**src/rtl/ex_div_if.sv**
```systemverilog
// Request/result bundle between the EX stage and the iterative divider.
// EX drives operands and start/annul; the divider returns result, ready and busy.
interface ex_div_if #(
  parameter int WIDTH = 32
);
  logic                 signed_div;
  logic [WIDTH-1:0]     opdata1;
  logic [WIDTH-1:0]     opdata2;
  logic                 start;
  logic                 annul;
  logic [2*WIDTH-1:0]   result;
  logic                 ready;
  logic                 busy;

  modport master (
    output signed_div, opdata1, opdata2, start, annul,
    input  result, ready, busy
  );

  modport slave (
    input  signed_div, opdata1, opdata2, start, annul,
    output result, ready, busy
  );
endinterface

```
**src/rtl/ex_div.sv**
```systemverilog
// Radix-2 restoring divider; start sampled at edge T gives ready at T+WIDTH+2 (T+2 for a zero divisor).
// EX holds start until ready; busy stalls the pipeline, annul abandons the op without asserting ready.
module ex_div #(
  parameter int WIDTH = 32
) (
  input  logic    clk,
  input  logic    rst,
  ex_div_if.slave div_if
);
  localparam int CW = $clog2(WIDTH) + 1;

  typedef enum logic [1:0] {S_IDLE, S_BYZERO, S_ON, S_END} state_e;

  state_e             state_q;
  logic [CW-1:0]      cnt_q;
  logic [WIDTH-1:0]   quo_q;
  logic [WIDTH-1:0]   rem_q;
  logic [WIDTH-1:0]   dvs_q;
  logic               neg_quo_q;
  logic               neg_rem_q;
  logic [2*WIDTH-1:0] result_q;
  logic               ready_q;
  logic               busy_q;

  logic [WIDTH-1:0]   a_abs;
  logic [WIDTH-1:0]   b_abs;
  logic [WIDTH-1:0]   quo_d;
  logic [WIDTH-1:0]   rem_d;
  logic [WIDTH:0]     rem_sh;
  logic [WIDTH:0]     trial;

  always_comb begin
    // Negating the most negative value yields itself, which reads correctly as unsigned magnitude.
    a_abs  = (div_if.signed_div && div_if.opdata1[WIDTH-1]) ? -div_if.opdata1 : div_if.opdata1;
    b_abs  = (div_if.signed_div && div_if.opdata2[WIDTH-1]) ? -div_if.opdata2 : div_if.opdata2;
    rem_sh = {rem_q, quo_q[WIDTH-1]};
    trial  = rem_sh - {1'b0, dvs_q};
    rem_d  = trial[WIDTH] ? rem_sh[WIDTH-1:0] : trial[WIDTH-1:0];
    quo_d  = {quo_q[WIDTH-2:0], ~trial[WIDTH]};
  end

  always_ff @(posedge clk) begin
    if (rst) begin
      state_q   <= S_IDLE;
      cnt_q     <= '0;
      quo_q     <= '0;
      rem_q     <= '0;
      dvs_q     <= '0;
      neg_quo_q <= 1'b0;
      neg_rem_q <= 1'b0;
      result_q  <= '0;
      ready_q   <= 1'b0;
      busy_q    <= 1'b0;
    end else begin
      case (state_q)
        S_IDLE: begin
          ready_q <= 1'b0;
          busy_q  <= 1'b0;
          if (div_if.start && !div_if.annul) begin
            if (div_if.opdata2 == '0) begin
              state_q <= S_BYZERO;
            end else begin
              quo_q     <= a_abs;
              rem_q     <= '0;
              dvs_q     <= b_abs;
              neg_quo_q <= div_if.signed_div & (div_if.opdata1[WIDTH-1] ^ div_if.opdata2[WIDTH-1]);
              neg_rem_q <= div_if.signed_div & div_if.opdata1[WIDTH-1];
              cnt_q     <= '0;
              state_q   <= S_ON;
            end
          end
        end
        S_BYZERO: begin
          busy_q <= !div_if.annul;
          if (div_if.annul) begin
            state_q <= S_IDLE;
          end else begin
            result_q <= '0;
            state_q  <= S_END;
          end
        end
        S_ON: begin
          busy_q <= !div_if.annul;
          if (div_if.annul) begin
            state_q <= S_IDLE;
          end else if (cnt_q == CW'(WIDTH)) begin
            result_q <= {neg_rem_q ? -rem_q : rem_q, neg_quo_q ? -quo_q : quo_q};
            state_q  <= S_END;
          end else begin
            rem_q <= rem_d;
            quo_q <= quo_d;
            cnt_q <= cnt_q + 1'b1;
          end
        end
        S_END: begin
          busy_q <= 1'b0;
          if (div_if.annul || !div_if.start) begin
            ready_q <= 1'b0;
            state_q <= S_IDLE;
          end else begin
            ready_q <= 1'b1;
          end
        end
        default: state_q <= S_IDLE;
      endcase
    end
  end

  assign div_if.result = result_q;
  assign div_if.ready  = ready_q;
  assign div_if.busy   = busy_q;
endmodule

```
**src/flat_wrapper.sv**
```systemverilog
// flat-port wrapper written by rule: the top's interface ports become plain ports
module ex_div_flat 
#(
  parameter int WIDTH = 32
)
  (clk, rst, div_if_signed_div, div_if_opdata1, div_if_opdata2, div_if_start, div_if_annul, div_if_result, div_if_ready, div_if_busy);
  ex_div_if #(.WIDTH(WIDTH)) div_if_i ();
  input  logic clk;
  input  logic rst;
  input wire logic [$bits(div_if_i.signed_div)-1:0] div_if_signed_div;
  input wire logic [$bits(div_if_i.opdata1)-1:0] div_if_opdata1;
  input wire logic [$bits(div_if_i.opdata2)-1:0] div_if_opdata2;
  input wire logic [$bits(div_if_i.start)-1:0] div_if_start;
  input wire logic [$bits(div_if_i.annul)-1:0] div_if_annul;
  output wire logic [$bits(div_if_i.result)-1:0] div_if_result;
  output wire logic [$bits(div_if_i.ready)-1:0] div_if_ready;
  output wire logic [$bits(div_if_i.busy)-1:0] div_if_busy;
  assign div_if_i.signed_div = div_if_signed_div;
  assign div_if_i.opdata1 = div_if_opdata1;
  assign div_if_i.opdata2 = div_if_opdata2;
  assign div_if_i.start = div_if_start;
  assign div_if_i.annul = div_if_annul;
  assign div_if_result = div_if_i.result;
  assign div_if_ready = div_if_i.ready;
  assign div_if_busy = div_if_i.busy;
  ex_div #(.WIDTH(WIDTH)) u_core (.clk(clk), .rst(rst), .div_if(div_if_i));
endmodule
```
**config.mk**
```make
export PLATFORM = sky130hd
export DESIGN_NAME = ex_div_flat
export DESIGN_NICKNAME = d
export VERILOG_FILES = /design/src/rtl/ex_div_if.sv /design/src/rtl/ex_div.sv /design/src/flat_wrapper.sv
export SDC_FILE = /design/constraint.sdc
export NUM_CORES = 1
export LEC_CHECK = 0
export CELL_PAD_IN_SITES_DETAIL_PLACEMENT = 0
export CELL_PAD_IN_SITES_GLOBAL_PLACEMENT = 1
export CORE_ASPECT_RATIO = 0.75
export CORE_MARGIN = 5
export CORE_UTILIZATION = 46
export CTS_BUF_LIST = sky130_fd_sc_hd__clkbuf_2
export CTS_CLUSTER_DIAMETER = 150
export DETAILED_ROUTE_END_ITERATION = 7
export PLACE_DENSITY_LB_ADDON = 0.1
export SYNTH_ARGS = -nofsm -noshare
export SYNTH_HDL_FRONTEND = slang
export SYNTH_SLANG_ARGS = --single-unit
export TNS_END_PERCENT = 50
```
**constraint.sdc**
```tcl
create_clock -name clk -period 7.5 [get_ports clk]
set_clock_uncertainty 0.15 [all_clocks]
set_input_delay 1.125 -clock clk [delete_from_list [all_inputs] [get_ports clk]]
set_output_delay 1.125 -clock clk [all_outputs]
set_load 0.02 [all_outputs]
```
==> flow_results.org <==
** Status
- The run finished with clean final reports.

** STA
- For this run, the top clock speed supported by timing is 0.203 GHz.
- Min Tclk post-route :: 4920 ps
- The max-slew violation total from the final report came to 0.
- In this run the tightest slew margin relative to its limit is 21.2%.
- Total Negative Setup Slacks :: 0 ps
- WHS :: 321 ps
- The worst path uses 65.5% of the clock period.
- Setup repair after global routing missed its margin :: no
- Setup violations remaining at the end of the flow were counted as 0.
- Number of endpoints with negative hold slack in the final report :: 0
- Slew at the pin closest to its max-slew limit :: 1180 ps

** Place
- Total cell area at the placement stage :: 12,400 sq um
- At the end of routability-driven placement, the weighted congestion stood at 0.874.
- Port Buf Inserts :: 134
- Detailed Place HPWL :: 23.6 mm

** Logic synthesis
- The Yosys step of the flow raised 0 warnings.
- Most repeated cell in the gate-level netlist after synthesis :: sky130_fd_sc_hd__nand2_1
- The netlist uses 59 different library cells.
- Async set-reset flop share out of synthesis :: 0%
- Summing every instance area after synthesis gives 10,800 sq um.
- Post-synthesis sequential area ratio :: 31.7%
- Number of flops mapped to enable cells by yosys :: 0
- Cell count after synthesis :: 1,401
- Top-area cell type share of the netlist area :: 31.7%
- Mean instance size in the synthesized netlist :: 7.74 sq um
- Leading cell types by total area after synthesis :: sky130_fd_sc_hd__dfxtp_1, sky130_fd_sc_hd__xnor2_1, sky130_fd_sc_hd__nand2_1
- Number of storage elements in the synthesis netlist :: 172
- The commonest cells after synthesis are sky130_fd_sc_hd__nand2_1, sky130_fd_sc_hd__dfxtp_1, sky130_fd_sc_hd__nor2_1.
- Synth Net Count :: 1,513
- The biggest area contributor in the post-synthesis netlist is sky130_fd_sc_hd__dfxtp_1.
- Most common flop cell mapped by yosys :: sky130_fd_sc_hd__dfxtp_1

** Pwr
- VDD sags by at most 164 uV.
- Static Leak :: 4.70 nW
- Cell Pwr Density :: 228 nW/um^2
- Overall power after layout :: 2.89 mW

** Critical path
- Along the worst path, the maximum fanout reaches 16.
- For the worst setup path, the data arrival time is 5490 ps.
- The worst setup path is captured at a flop.
- Setup slack on the worst reg-to-reg path comes out at 2580 ps.
- The startpoint identified for the worst register-to-register timing path is u_core.rem_q[0].
- The worst register-to-register path ends at u_core.rem_q[18].
- STA classifies the critical path startpoint as a flop.
- Cell count of the worst reg-to-reg path :: 12
- Category of the most critical setup path :: reg2reg
- Critical Path Start :: u_core.rem_q[0]
- Worst Path Required :: 8080 ps

** Clocking
- Number of hold buffers added after CTS :: 0
- CTS placed an instance of sky130_fd_sc_hd__clkbuf_2 at the clock tree root.
- Resized Gates After CTS :: 0
- The clock passes through at most 2 buffers.
- TritonCTS clock tree :: built
- After clock tree synthesis, the clock-pin slew on the worst setup and hold paths is 310 ps.
- Clock tree synthesis found a total of 172 sinks.
- TritonCTS created 17 clock buffers.
- Clock latency on the worst-skew pair, taken at its later pin, is 820 ps.
- In this run the post-CTS setup repair buffer count came out at 0.
- Deepest level of the CTS H-tree :: 4

** Routing
- Once detail routing completed, the nets flagged for antenna violations numbered 0.
- Avg WL per Cell :: 17.4 um
- Detailed-route via count :: 10,079
- Starting DRT DRC Count :: 948
- DRC violations left :: 0
- Detailed-routing iteration count for the pre-antenna-repair pass :: 5
- Summed over all layers, the routed wires come to 31.4 mm.
- After detailed routing, the number of vias per cell comes to 5.60.

** Global routing
- The number of global-route vias before repair is 8,920.
- Gr ovfl total :: 0
- The first global-routing pass estimated 49.6 mm of wire.
- Initial antenna violation count :: 1
- Entering global routing, the biggest net connects 76 pins.
- Global routing consumed, over all layers together, 22.8% of the routing resources.

** Cells and area
- In the final layout, flip-flops and latches occupy 3440 sq um.
- Summing all non-filler instances in the final layout gives an area of 12,600 sq um.
- Share of layout cells above drive strength 1 :: 3.74%
- Util after Layout :: 54.7%
- At the end of the flow, the number of nets in the layout was 1,597.
- Counting the fill cells in the layout gives 2,268.
- Area delta synth->final :: 16.6%
- Summing all multi-input logic gate instances after layout gives 6930 sq um.

** Floorplanning
- Top-level port count :: 135
- Chip height :: 143 um
- The die covers 26,800 sq um.
- The floorplan step set the die width to 187 um.
- After floorplanning, the core was divided into 48 placement rows.
- Initial Util :: 46.9%
- Core region area :: 23,100 sq um

** Worst hold path
- The path class of the tightest hold or removal check is reg2reg.
- Hold Path Cell Cnt :: 2
- Source of the worst hold timing path :: u_core.div_if.result[1]
- The path with the worst hold slack has its endpoint at u_core.div_if.result[1].

** Job
- Max-cap violations in this run came to 0.
-- flip-flops by register name, indices dropped and copies added, names as in the netlist --
signal / count
u_core.cnt_q: 6
u_core.div_if.result: 64
u_core.div_if.ready: 1
u_core.rem_q: 32
u_core.dvs_q: 32
u_core.neg_rem_q: 1
u_core.state_q: 2
u_core.quo_q: 32
u_core.div_if.busy: 1
u_core.neg_quo_q: 1
-- per-stage QoR --
stage / setup slack [ps] / std cells
global placement: 2510 / 1766
finish: 2580 / 1799
detailed placement: 2400 / 1766
floorplan: 3610 / 1401
CTS: 2620 / 1798
global route: 2320 / 1799
-- critical path, cell delays in order, from the launching register on --
cell	delay (ps)
sky130_fd_sc_hd__dfxtp_1	610
sky130_fd_sc_hd__inv_1	240
sky130_fd_sc_hd__fa_1	460
sky130_fd_sc_hd__nand2b_1	180
sky130_fd_sc_hd__a21oi_1	340
sky130_fd_sc_hd__o211ai_1	200
sky130_fd_sc_hd__a211oi_1	630
sky130_fd_sc_hd__nor2_1	180
sky130_fd_sc_hd__o21bai_1	420
sky130_fd_sc_hd__xor2_4	590
sky130_fd_sc_hd__buf_4	400
sky130_fd_sc_hd__nand2_1	240
sky130_fd_sc_hd__o21ai_0	250
-- final cells by class --
| class | instances | area share (%) |
|---|---|---|
| Inverter | 54 | 1.60 |
| Timing Repair Buffer | 143 | 11.1 |
| Sequential cell | 172 | 27.2 |
| Multi-Input combinational cell | 1097 | 54.8 |
| Clock inverter | 15 | 1.64 |
| Antenna cell | 1 | 0.0198 |
| Clock buffer | 17 | 0.673 |
| Tap cell | 300 | 2.97 |
-- logic make-up after synthesis --
group / after synthesis / share of synthesized area (%)
simple gates: 474 / 19.6
fa+ha+maj: 43 / 5.03
xor+xnor: 151 / 12.2
flops: 172 / 31.7
compound gates: 398 / 23.8
mux: 31 / 2.86
buf+inv: 132 / 4.71
-- report_power, final --
part           switching, mW  total (mW)  internal, mW
sequential             0.105        1.10         0.999
combinational          0.763        1.23         0.465
clock                  0.426       0.553         0.127
total                   1.29        2.89          1.59
-- layer usage --
layer	track usage, %	vias up	part of all wire, %	routed length, um
met5	0	-	0	0
met4	3.70	0	0.58	183
met3	4.47	16	7.8	2460
met2	28.4	349	36	11300
met1	39.0	4576	56	17500
li1	-	5138	-	-
-- worst max-delay path by stage --
stage | endpoint | slack, ps
2_1_floorplan | u_core.rem_q[24] | 3610
3_5_place_dp | u_core.cnt_q[4] | 2400
5_1_grt | u_core.rem_q[26] | 2320
6_report | u_core.rem_q[18] | 2580
3_3_place_gp | u_core.rem_q[25] | 2510
4_1_cts | u_core.rem_q[23] | 2620
-- layout by cell type (no fill, tap or decap), types with 17 or more instances in the layout --
| cell | count |
|---|---|
| sky130_fd_sc_hd__nor2_1 | 139 |
| sky130_fd_sc_hd__o21ai_0 | 104 |
| sky130_fd_sc_hd__nor3_1 | 18 |
| sky130_fd_sc_hd__xor2_1 | 50 |
| sky130_fd_sc_hd__nand3_1 | 22 |
| sky130_fd_sc_hd__dfxtp_1 | 172 |
| sky130_fd_sc_hd__ha_1 | 41 |
| sky130_fd_sc_hd__o41ai_1 | 17 |
| sky130_fd_sc_hd__clkbuf_2 | 17 |
| sky130_fd_sc_hd__a22o_1 | 18 |
| sky130_fd_sc_hd__clkdlybuf4s50_1 | 133 |
| sky130_fd_sc_hd__a21oi_1 | 96 |
| sky130_fd_sc_hd__o31ai_1 | 21 |
| sky130_fd_sc_hd__nand2b_1 | 19 |
| sky130_fd_sc_hd__inv_1 | 54 |
| sky130_fd_sc_hd__mux2i_1 | 31 |
| sky130_fd_sc_hd__nand2_1 | 191 |
| sky130_fd_sc_hd__a22oi_1 | 41 |
| sky130_fd_sc_hd__xnor2_1 | 100 |
| sky130_fd_sc_hd__a211oi_1 | 31 |
Note: power is estimated with default switching activity, not from simulation.
